$ cat config.mk
export PLATFORM = sky130hd
export DESIGN_NAME = dimming_mode_scheduler_flat
export DESIGN_NICKNAME = d
export VERILOG_FILES = /design/src/rtl/dimming_mode_scheduler_pkg.sv /design/src/rtl/dimming_mode_scheduler_if.sv /design/src/rtl/dimming_mode_scheduler_sw_debounce.sv /design/src/rtl/dimming_mode_scheduler.sv /design/src/flat_wrapper.sv
export SDC_FILE = /design/constraint.sdc
export NUM_CORES = 1
export LEC_CHECK = 0
export CAP_MARGIN = 10
export CORE_ASPECT_RATIO = 0.9
export CORE_MARGIN = 4
export CORE_UTILIZATION = 59
export DETAILED_ROUTE_END_ITERATION = 12
export PLACE_DENSITY = 0.79
export SYNTH_ARGS = -nofsm -noshare
export SYNTH_HDL_FRONTEND = slang
export SYNTH_HIERARCHICAL = 1
export SYNTH_SLANG_ARGS = --single-unit
$ cat constraint.sdc
create_clock -name clk -period 1.9 [get_ports clk]
set_input_delay 0.38 -clock clk [delete_from_list [all_inputs] [get_ports clk]]
set_output_delay 0.38 -clock clk [all_outputs]
set_load 0.03 [all_outputs]
$ cat src/rtl/dimming_mode_scheduler_pkg.sv
// Shared mode codes, FSM state encoding and the switch-code decoder for the dimming mode scheduler.
`default_nettype none

package dimming_mode_scheduler_pkg;

  localparam logic [3:0] MODE_MAX  = 4'b0001;
  localparam logic [3:0] MODE_AVG  = 4'b0010;
  localparam logic [3:0] MODE_WB   = 4'b0100;
  localparam logic [3:0] MODE_AVGE = 4'b1010;

  typedef enum logic [2:0] {
    ST_INIT  = 3'd0,
    ST_RUN   = 3'd1,
    ST_PEND  = 3'd2,
    ST_FLUSH = 3'd3,
    ST_DRAIN = 3'd4,
    ST_APPLY = 3'd5
  } state_t;

  function automatic logic [3:0] decode_mode(input logic [1:0] code);
    case (code)
      2'b00:   decode_mode = MODE_MAX;
      2'b01:   decode_mode = MODE_AVG;
      2'b10:   decode_mode = MODE_WB;
      default: decode_mode = MODE_AVGE;
    endcase
  endfunction

endpackage

`default_nettype wire

$ cat src/rtl/dimming_mode_scheduler_if.sv
// Mode switch / datapath handshake bundle between the board side and the dimming datapath.
`default_nettype none

interface dimming_mode_scheduler_if;
  logic [1:0] sw;
  logic       frame_end;
  logic       busy;
  logic [3:0] mode;
  logic       flush;
  logic       mode_chg;
  logic       err;

  modport master (
    output sw, frame_end, busy,
    input  mode, flush, mode_chg, err
  );

  modport slave (
    input  sw, frame_end, busy,
    output mode, flush, mode_chg, err
  );
endinterface

`default_nettype wire

$ cat src/rtl/dimming_mode_scheduler_sw_debounce.sv
// Two-flop synchroniser followed by a stability counter for the 2-bit mode switch.
`default_nettype none

module sw_debounce #(
  parameter int DEB_CYCLES = 50000,
  parameter int DEB_W      = 16
) (
  input  wire logic       clk,
  input  wire logic       rst_n,
  input  wire logic [1:0] sw,
  output logic      [1:0] stable,
  output logic            valid
);

  logic [1:0]       sync1;
  logic [1:0]       sync2;
  logic [1:0]       cand;
  logic [DEB_W-1:0] cnt;

  always_ff @(posedge clk or negedge rst_n) begin
    if (!rst_n) begin
      sync1  <= 2'b00;
      sync2  <= 2'b00;
      cand   <= 2'b00;
      cnt    <= '0;
      stable <= 2'b00;
      valid  <= 1'b0;
    end else begin
      sync1 <= sw;
      sync2 <= sync1;
      // Counter saturates at the threshold so the accepted code keeps tracking the candidate.
      if (sync2 != cand) begin
        cand <= sync2;
        cnt  <= '0;
      end else if (cnt == DEB_W'(DEB_CYCLES - 1)) begin
        stable <= cand;
        valid  <= 1'b1;
      end else begin
        cnt <= cnt + 1'b1;
      end
    end
  end

endmodule

`default_nettype wire

$ cat src/rtl/dimming_mode_scheduler.sv
// Defers debounced mode-switch changes to a frame boundary, flushes and drains the datapath, then applies the mode.
`default_nettype none

module dimming_mode_scheduler
  import dimming_mode_scheduler_pkg::*;
#(
  parameter int DEB_CYCLES = 50000,
  parameter int DEB_W      = 16,
  parameter int DRAIN_TO   = 1024,
  parameter int TO_W       = 11
) (
  input  wire logic               clk,
  input  wire logic               rst_n,
  dimming_mode_scheduler_if.slave bus
);

  logic [1:0] stable;
  logic       valid;

  sw_debounce #(
    .DEB_CYCLES (DEB_CYCLES),
    .DEB_W      (DEB_W)
  ) u_debounce (
    .clk    (clk),
    .rst_n  (rst_n),
    .sw     (bus.sw),
    .stable (stable),
    .valid  (valid)
  );

  state_t          state, state_n;
  logic [1:0]      target, target_n;
  logic [1:0]      applied;
  logic            pend_new, pend_new_n;
  logic            from_init, from_init_n;
  logic [TO_W-1:0] to_cnt, to_cnt_n;
  logic            err, err_n;
  logic [3:0]      mode;
  logic            flush;
  logic            mode_chg;

  always_comb begin
    state_n     = state;
    target_n    = target;
    pend_new_n  = 1'b0;
    from_init_n = from_init;
    to_cnt_n    = to_cnt;
    err_n       = err;
    case (state)
      ST_INIT: begin
        if (valid) begin
          state_n     = ST_PEND;
          target_n    = stable;
          pend_new_n  = 1'b1;
          from_init_n = 1'b1;
        end
      end
      ST_RUN: begin
        if (valid && stable != applied) begin
          state_n     = ST_PEND;
          target_n    = stable;
          pend_new_n  = 1'b1;
          from_init_n = 1'b0;
        end
      end
      ST_PEND: begin
        target_n = stable;
        // The reset value of the applied code is not a real mode, so never cancel back to it from INIT.
        if (!from_init && stable == applied) begin
          state_n = ST_RUN;
        end else if (bus.frame_end && !pend_new) begin
          state_n = ST_FLUSH;
        end
      end
      ST_FLUSH: begin
        state_n  = ST_DRAIN;
        to_cnt_n = '0;
      end
      ST_DRAIN: begin
        to_cnt_n = to_cnt + 1'b1;
        if (!bus.busy) begin
          state_n = ST_APPLY;
        end else if (to_cnt == TO_W'(DRAIN_TO - 1)) begin
          err_n   = 1'b1;
          state_n = ST_APPLY;
        end
      end
      ST_APPLY: begin
        state_n     = ST_RUN;
        from_init_n = 1'b0;
      end
      default: state_n = ST_INIT;
    endcase
  end

  always_ff @(posedge clk or negedge rst_n) begin
    if (!rst_n) begin
      state     <= ST_INIT;
      target    <= 2'b00;
      applied   <= 2'b00;
      pend_new  <= 1'b0;
      from_init <= 1'b0;
      to_cnt    <= '0;
      err       <= 1'b0;
      mode      <= 4'b0000;
      flush     <= 1'b0;
      mode_chg  <= 1'b0;
    end else begin
      state     <= state_n;
      target    <= target_n;
      pend_new  <= pend_new_n;
      from_init <= from_init_n;
      to_cnt    <= to_cnt_n;
      err       <= err_n;
      flush     <= (state_n == ST_FLUSH);
      mode_chg  <= (state_n == ST_APPLY);
      if (state_n == ST_APPLY) begin
        applied <= target;
        mode    <= decode_mode(target);
      end
    end
  end

  assign bus.mode     = mode;
  assign bus.flush    = flush;
  assign bus.mode_chg = mode_chg;
  assign bus.err      = err;

endmodule

`default_nettype wire

$ cat src/flat_wrapper.sv
// flat-port wrapper written by rule: the top's interface ports become plain ports
module dimming_mode_scheduler_flat import dimming_mode_scheduler_pkg::*;
#(
  parameter int DEB_CYCLES = 50000,
  parameter int DEB_W      = 16,
  parameter int DRAIN_TO   = 1024,
  parameter int TO_W       = 11
)
  (clk, rst_n, bus_sw, bus_frame_end, bus_busy, bus_mode, bus_flush, bus_mode_chg, bus_err);
  dimming_mode_scheduler_if bus_i ();
  input  wire logic clk;
  input  wire logic rst_n;
  input wire logic [$bits(bus_i.sw)-1:0] bus_sw;
  input wire logic [$bits(bus_i.frame_end)-1:0] bus_frame_end;
  input wire logic [$bits(bus_i.busy)-1:0] bus_busy;
  output wire logic [$bits(bus_i.mode)-1:0] bus_mode;
  output wire logic [$bits(bus_i.flush)-1:0] bus_flush;
  output wire logic [$bits(bus_i.mode_chg)-1:0] bus_mode_chg;
  output wire logic [$bits(bus_i.err)-1:0] bus_err;
  assign bus_i.sw = bus_sw;
  assign bus_i.frame_end = bus_frame_end;
  assign bus_i.busy = bus_busy;
  assign bus_mode = bus_i.mode;
  assign bus_flush = bus_i.flush;
  assign bus_mode_chg = bus_i.mode_chg;
  assign bus_err = bus_i.err;
  dimming_mode_scheduler #(.DEB_CYCLES(DEB_CYCLES), .DEB_W(DEB_W), .DRAIN_TO(DRAIN_TO), .TO_W(TO_W)) u_core (.clk(clk), .rst_n(rst_n), .bus(bus_i));
endmodule
### Word level (Yosys, flattened, before mapping)

Index checks and enable logic that the tools add are counted.

* reduce and logical (&&, ||, !) cells: 14
* add/sub/neg operators: 2
* eq/ne operators: 17
* muxes and demuxes: 20
* bitwise logic cells: 1

Operator list (number)
* $mux 16: 2
* $pmux 11 s2: 1
* $mux 3: 6
* $pmux 3 s6: 1
* $add 16x1->16 const B: 1
* $eq 16x16->1 const B: 1
* $pmux 4 s3: 1
* $add 11x1->11 const B: 1
* $eq 11x10->1 const B: 1
* $eq 3x2->1 const B: 3
* $eq 3x3->1 const B: 3
* $reduce_and 3->1: 3
* $pmux 2 s3: 1
* $reduce_bool 3->1: 2
* $mux 1: 4
* $mux 2: 2
* $ne 2x2->1: 2
* $ne 2x2->1 const B: 2
* $eq 3x1->1 const B: 1
* $logic_and 1x1->1: 3
* $logic_not 3->1: 1
* $pmux 1 s3: 1
* $eq 2x1->1 const B: 1
* $eq 2x2->1: 1
* 8 further kinds: 9

* flip-flop bits (word level): 52
* output and inout port bits: 7
* input port bits: 6
* word-level logic and storage cells: 70

### Depth between registers and ports, before layout

Gate-level depths: netlist (run 1).

* depth after elaboration: 6
* gate-level depth with buffers: 6
* mapped depth without buffers: 5

### Cells and area by module

Netlist (run 1), hierarchy kept.

Modules (own cells, without submodules)
* dimming_mode_scheduler: cells each 121, area an instance 1286.2 sq um, seq. area each 675.6 sq um, instances 1
* sw_debounce: cells each 100, area an instance 1132.3 sq um, seq. area each 625.6 sq um, instances 1

### Worst setup path before layout (run 1)

No wires, ideal clock.

* path type: reg-to-reg
* start: reg u_core.to_cnt[0]
* end: reg u_core.applied[0]
* setup time: 125 ps
* clock period less this slack: 1753 ps
* data required time: 1775 ps
* stages on the path, launching flop included: 6
* buffers on the path: 0
* slack: 147 ps
* arrival: 1628 ps
* cells stage by stage: dfrtp_1 ha_1 nand3_1 nor3_1 o21ai_1 mux2_2

* word-level cells in the longest chain between the ends: 5

Ends and longest elaborated chain
* start, declared: RTL line dimming_mode_scheduler.sv:36 `logic [TO_W-1:0] to_cnt, to_cnt_n;`
* start signal, assigned: RTL line dimming_mode_scheduler.sv:113 `to_cnt <= to_cnt_n;`
* $eq 11x10->1: RTL line dimming_mode_scheduler.sv:83 `end else if (to_cnt == TO_W'(DRAIN_TO - 1)) begin`
* $mux 3: RTL line dimming_mode_scheduler.sv:83
* $mux 3: RTL line dimming_mode_scheduler.sv:81 `if (!bus.busy) begin`
* $pmux 3 s6: RTL line dimming_mode_scheduler.sv:49 `case (state)`
* $eq 3x3->1: RTL line dimming_mode_scheduler.sv:117 `if (state_n == ST_APPLY) begin`
* end signal, assigned: RTL line dimming_mode_scheduler.sv:118 `applied <= target;`
* end, declared: RTL line dimming_mode_scheduler.sv:33 `logic [1:0] applied;`

No other way between the ends.
A chain may end at the register's enable or synchronous reset.

### Worst setup path in the final report (run 1)

* start: reg u_core.state[2]
* end: reg u_core.to_cnt[8]

* word-level cells in the longest chain between the ends: 2
* elaborated cells on any way between the ends: 4
* those cells by class: eq/ne: 2; mux: 1; reduce/logical: 1

Ends and longest elaborated chain
* start, declared: RTL line dimming_mode_scheduler.sv:31 `state_t state, state_n;`
* start signal, assigned: RTL line dimming_mode_scheduler.sv:109 `state <= state_n;`
* $eq 3x3->1 / $eq 3x2->1 (equally long branches): RTL line dimming_mode_scheduler.sv:49
* $pmux 11 s2 / $reduce_bool 2->1 (equally long branches)

Parallel ways exist; a longest one is shown, timed or not.

==> results.yml, run 1 <==
clock_tree:
  path_clk_slew_ns: 0.09
  cts-root-buf: "clkbuf_8"
  cts_buffers: 5
  cts.sinks: 52
  cts_tree: "yes"
  post-cts-setup-buffers: 0
  clk_latency_ns: 0.30
  clk_path_buf_depth: 2
  cts.htree.levels: 2
route:
  vias_per_cell: 6.14
  drc: 0
  dr.pass1.iters: 4
  wire_per_inst_um: 16.1
  wl_um: 4590
  dr_total_vias: 1750
  drtIter0Drc: 155
  ant_nets: 0
grt:
  gr-total-overflow: 0
  antenna_found_initial: 0
  grt_pass1_vias: 1742
  grt_usage_pct: 20.2
  grt_start_max_net_pins: 34
  grt_pass1_wl_um: 7960
worst_setup_path:
  max_stage_delay_ns: 0.49
  r2r_end: "u_core/to_cnt[8]"
  crit_required_ns: 2.12
  cpMaxStageDelayCell: "or3b_1"
  cp_num_buf_inv: 0
  worst_r2r_path_depth: 4
  setup.worst_path.end: "u_core/to_cnt[8]"
  worstSetupStartpointType: "register"
  r2r-start: "u_core/state[2]"
  r2r_setup_slack_ns: 0.05
  critical_path_class: "register to register"
  cp_top_family: "simple AND/OR/NAND/NOR gates"
  crit_fanout: 7
  worstSetupStartpoint: "u_core/state[2]"
  setup.worst_path.end_class: "register"
  crit_cells: 4
  path_cells: "or3b_1 -> nor3_1 -> and3_1 -> mux2i_1"
  critPathArrivalTime_ns: 2.08
finish:
  final_util_pct: 71.1
  final_common_cell: "dfrtp_1"
  drive_above_1_share_pct: 18.0
  fin_area_mm2: 0.00273
  fillCellCount: 269
  syn_to_final_growth_pct: 12.8
  finalNonFillerCells: 285
  diodes: 0
  layout_common_cells: "dfrtp_1, nor2_1, nand2_1, o21ai_0, a21oi_1"
  nets: 246
logic_synthesis:
  yosys.area.top_type: "dfrtp_1"
  ys_ff_latch: 52
  synth_edf_count: 0
  ys_top_cells_by_area: "dfrtp_1, mux2_2, xor2_1"
  synth-seq-area-share_pct: 53.8
  synthesis.area_mm2: 0.00242
  synth_cells: 221
  synthFlopType: "dfrtp_1"
  synth.distinct_cells: 58
  synth_top_area_share_pct: 53.8
  synthArstFlopShare_pct: 100
  syn_nets: 229
  yosys_warnings: 6
  syn-mean-instance-area_um2: 10.9
timing:
  maxSlewViolCount: 0
  setup_tns_ns: 0
  whs_ns: 0.0225
  finalHoldViolCount: 0
  setup_viol_count_final: 0
  rsz0062_at_grt: "yes"
  fin_crit_ns: 1.85
  fmax_mhz: 540
  worstMarginPinSlew_ns: 0.475
  skew_ns: 0.00533
  worst_slack_ns: 0.0480
  finalCritPeriodShare_pct: 97.5
  relSlewSlack_pct: 68.3
min_path:
  hold_path_class: "input pin to async pin"
die:
  die-area_mm2: 0.00519
  die_h_um: 68.7
  core.rowCount: 21
  core-area_mm2: 0.00384
  fp.dieW_um: 75.5
  start_util_pct: 63.0
  io-pin-count: 13
run:
  drv_cap: 0
power:
  power_mw: 1.98
  powerDensity_mw_per_mm2: 726
  p_leak_nw: 1.25
  vdd_drop_max_v: 0.000641
placement:
  dpl-instance-area_mm2: 0.00260
  placedCellCount: 277
  port_buffers: 12
  post-dp-hpwl_um: 3290
  gp_routability_congestion: 0.870
  post-place-ws_ns: -0.0782
status:
  status: "finished clean"
## cells in the mapped netlist, types with 2 or more instances
cell       n
nand4_1    5
clkbuf_1   4
buf_4      4
mux2_2     9
or4_1      2
nor3b_1    2
o21ai_0   14
mux2i_1    4
nor3_1     3
o31ai_1    2
dfrtp_1   52
and4_1     2
inv_1      6
xor2_1    11
and3_1     3
o211ai_1   2
nand3b_1   3
nand3_1    8
or3_2      2
nor2_1    17
a21o_1     2
nor2b_1    2
nand2_1   14
ha_1       2
a21oi_1   13
## sequential cells by signal (all words and copies together), names as in the netlist, 2 cells and up
register	count
u_core/u_debounce/sync1	2
u_core/to_cnt	11
u_core/bus.mode	4
u_core/state	3
u_core/u_debounce/stable	2
u_core/u_debounce/cand	2
u_core/u_debounce/sync2	2
u_core/u_debounce/cnt	16
u_core/target	2
u_core/applied	2
## per-layer routing
layer / routed length [um] / GRT usage [%] / part of all wire, %
met1: 2050 / 26.4 / 45
met2: 2250 / 32.4 / 49
met3: 214 / 4.49 / 4.7
met4: 80 / 8.73 / 1.7
met5: 0 / 0 / 0
## what timing repair did
| action | in CTS | in global routing |
|---|---|---|
| hold buffers | 0 | 0 |
| endpoints found under the setup margin | 0 | 7 |
| gates resized for setup | 0 | 1 |
## where the power goes
group          leakage, nW  total, mW  internal [mW]  switching, mW
logic                0.485     0.0741         0.0274         0.0467
clock network       0.0614      0.780          0.430          0.349
registers            0.704       1.12           1.12        0.00790
total                 1.25       1.98           1.57          0.404
## kinds of logic (layout without fill, tap and decap cells)
family,Yosys count,count (layout),share of synthesized area (%)
and+or+nand+nor,81,81,20.2
DFF,52,52,53.8
AOI/OAI and AO/OA,45,45,11.3
buffers and inverters,16,34,3.47
muxes,13,13,5.85
xor gates and xnor gates,12,12,4.35
adders and majority gates,2,2,1.03
## area by class of cell
class	count	area, um2	share of cell area [%]
multi-input combinational	153	1040	38.0
sequential	52	1300	47.7
clock inverter	2	38.8	1.42
clock buffer	6	82.6	3.03
timing repair buffer	20	188	6.88
inverter	6	22.5	0.826
tap	46	57.6	2.11
## worst min-delay path by stage
stage                            endpoint  cells after the start  slack [ns]                        from
3_5_place_dp   u_core/u_debounce/sync2[0]                      0        0.34  u_core/u_debounce/sync1[0]
5_1_grt          u_core/u_debounce/cnt[2]                      1        0.05                       rst_n
4_1_cts          u_core/u_debounce/cnt[4]                      1        0.03                       rst_n
6_report         u_core/u_debounce/cnt[2]                      1        0.02                       rst_n
3_3_place_gp   u_core/u_debounce/sync2[1]                      0        0.34  u_core/u_debounce/sync1[1]
2_1_floorplan           u_core/applied[0]                      0        0.08                       rst_n
Power figures use the tool's default switching activity.
==> inputs of run 2 (changes only) <==
Settings changed: SKIP_LAST_GASP from default to 1.
==> results of run 2 <==
No change in the layout: final DEF, timing and power equal those of run 1.
==> inputs of run 3 (changes only) <==
--- a/config.mk
+++ b/config.mk
@@ -12,2 +12,3 @@
 export DETAILED_ROUTE_END_ITERATION = 12
+export MAX_ROUTING_LAYER = met4
 export PLACE_DENSITY = 0.79
==> constraint.sdc (replaced) <==
create_clock -name clk -period 1.9 [get_ports clk]
set_input_delay 0.19 -clock clk [delete_from_list [all_inputs] [get_ports clk]]
set_output_delay 0.19 -clock clk [all_outputs]
set_load 0.03 [all_outputs]
==> run 3 against run 2 <==
  * First-iteration DRC count shrank 8.4%
  * Sequential cell count is the same
  * Hold slack gained 0.30 ns
  * Sequential power is essentially flat
  * Global-route usage shrank 0.091 points
  * Final area shrank 0.55%
  * Routed wire length shrank 5.3%
  * Fmax grew 3.4%
  * Sequential share of layout area grew 0.26 points
  * Power shrank 7.0%
  * Non-clock buffer count grew 1
  * Critical path type unchanged
==> results.yml, run 3 (synthesis results as in run 1) <==
die:
  die_h_um: 68.7
  core-area_mm2: 0.00384
  io-pin-count: 13
  die-area_mm2: 0.00519
  fp.dieW_um: 75.5
  core.rowCount: 21
  start_util_pct: 63.0
route:
  wirelength_met1_um: 1950
  drc: 0
  vias_per_cell: 6.00
  wire_per_inst_um: 15.2
  wl_um: 4350
  route.met2.wl_um: 2170
  dr.max_layer_used: "met4"
  dr.pass1.iters: 4
  dr_total_vias: 1715
  ant_nets: 0
  dr_wl_met3_um: 179
  drtIter0Drc: 142
clock_tree:
  cts.htree.levels: 2
  cts_buffers: 5
  cts.sinks: 52
  cts_tree: "yes"
  path_clk_slew_ns: 0.09
  cts-root-buf: "clkbuf_8"
  post-cts-setup-buffers: 0
  clk_latency_ns: 0.30
  clk_path_buf_depth: 2
timing:
  rsz0062_at_grt: "no"
  maxSlewViolCount: 0
  fin_crit_ns: 1.79
  fmax_mhz: 558
  setup_tns_ns: 0
  worstMarginPinSlew_ns: 0.335
  finalHoldViolCount: 0
  skew_ns: 0.00512
  finalCritPeriodShare_pct: 94.3
  setup_viol_count_final: 0
  relSlewSlack_pct: 77.4
  whs_ns: 0.325
status:
  status: "finished clean"
min_path:
  hold_start: "bus_sw[0]"
  hold_depth: 1
  holdPathEnd: "u_core/u_debounce/sync1[0]"
  hold_path_class: "input pin to register"
grt:
  grt_usage_pct: 20.1
  antenna_found_initial: 0
  gr-total-overflow: 0
  grt_pass1_vias: 1708
  grt_start_max_net_pins: 53
  grt_pass1_wl_um: 7680
placement:
  gp_routability_congestion: 0.867
  post-dp-hpwl_um: 3150
  placedCellCount: 277
  dpl-instance-area_mm2: 0.00260
  port_buffers: 12
worst_setup_path:
  cp_num_buf_inv: 0
  path_cells: "or3b_1 -> or4_4 -> nand3_2 -> o21ai_2"
  r2r-start: "u_core/state[2]"
  critPathArrivalTime_ns: 1.99
  crit_fanout: 10
  r2r_end: "u_core/to_cnt[10]"
  max_stage_delay_ns: 0.60
  setup.worst_path.end_class: "register"
  crit_required_ns: 2.10
  worstSetupStartpointType: "register"
  cpMaxStageDelayCell: "or4_4"
  critical_path_class: "register to register"
  r2r_setup_slack_ns: 0.11
  cp_top_family: "simple AND/OR/NAND/NOR gates"
  worst_r2r_path_depth: 4
  worstSetupStartpoint: "u_core/state[2]"
finish:
  regArea_mm2: 0.00130
  fin_area_mm2: 0.00271
  drive_above_1_share_pct: 17.5
  reg_top3: "u_core/u_debounce/cnt (16), u_core/to_cnt (11), u_core/bus.mode (4)"
  max_flop_register: "u_core/u_debounce/cnt"
  multi_input_area_mm2: 0.00104
  finalNonFillerCells: 286
  largest_reg_flops: 16
  diodes: 0
  fillCellCount: 262
  final_common_cell: "dfrtp_1"
  syn_to_final_growth_pct: 12.2
  nets: 247
  layout_common_cells: "dfrtp_1, nor2_1, nand2_1, o21ai_0, a21oi_1"
power:
  power_mw: 1.84
  powerDensity_mw_per_mm2: 678
  vdd_drop_max_v: 0.000567
  p_leak_nw: 1.24
run:
  drv_cap: 0
run 3: power by group:
part	leakage, nW	switching (mW)	internal (mW)
Sequential	0.704	0.00811	1.12
Clock	0.0445	0.340	0.296
Combinational	0.489	0.0464	0.0317
Total	1.24	0.395	1.44
run 3: per-stage QoR:
step | util (%) | setup slack, ns
floorplan | - | 0.147
global placement | 67.8 | 0.182
CTS | 70.5 | 0.105
global route | 70.7 | 0.00355
finish | 70.7 | 0.108
detailed placement | 67.8 | 0.134
run 3: final cells by class:
cell class,count,share of cell area [%]
Multi-Input combinational cell,153,38.3
Tap cell,46,2.12
Inverter,6,0.830
Sequential cell,52,48.0
Clock inverter,1,0.277
Timing Repair Buffer,21,7.29
Clock buffer,7,3.18
run 3: worst max path at each step:
stage                                   end  slack (ns)  depth (start not counted)
after global routing       u_core/to_cnt[8]       0.004                          4
after CTS                  u_core/bus.flush        0.10                          4
final                     u_core/to_cnt[10]        0.11                          4
after global placement    u_core/applied[0]        0.18                          6
after floorplan           u_core/applied[0]        0.15                          5
after detailed placement   u_core/bus.flush        0.13                          4
run 3: routing by layer:
layer  track usage, %  vias up
met1             25.9      840
met4             5.68        0
met3             5.65        8
met2             31.4       45
met5                -        -
li1                 -      822
run 3: what timing repair did:
action                                  4_1_cts  5_1_grt
resized for setup                             0        1
endpoints found under the setup margin        0        1
endpoints found under the hold margin        52        0
hold buffers                                  1        0
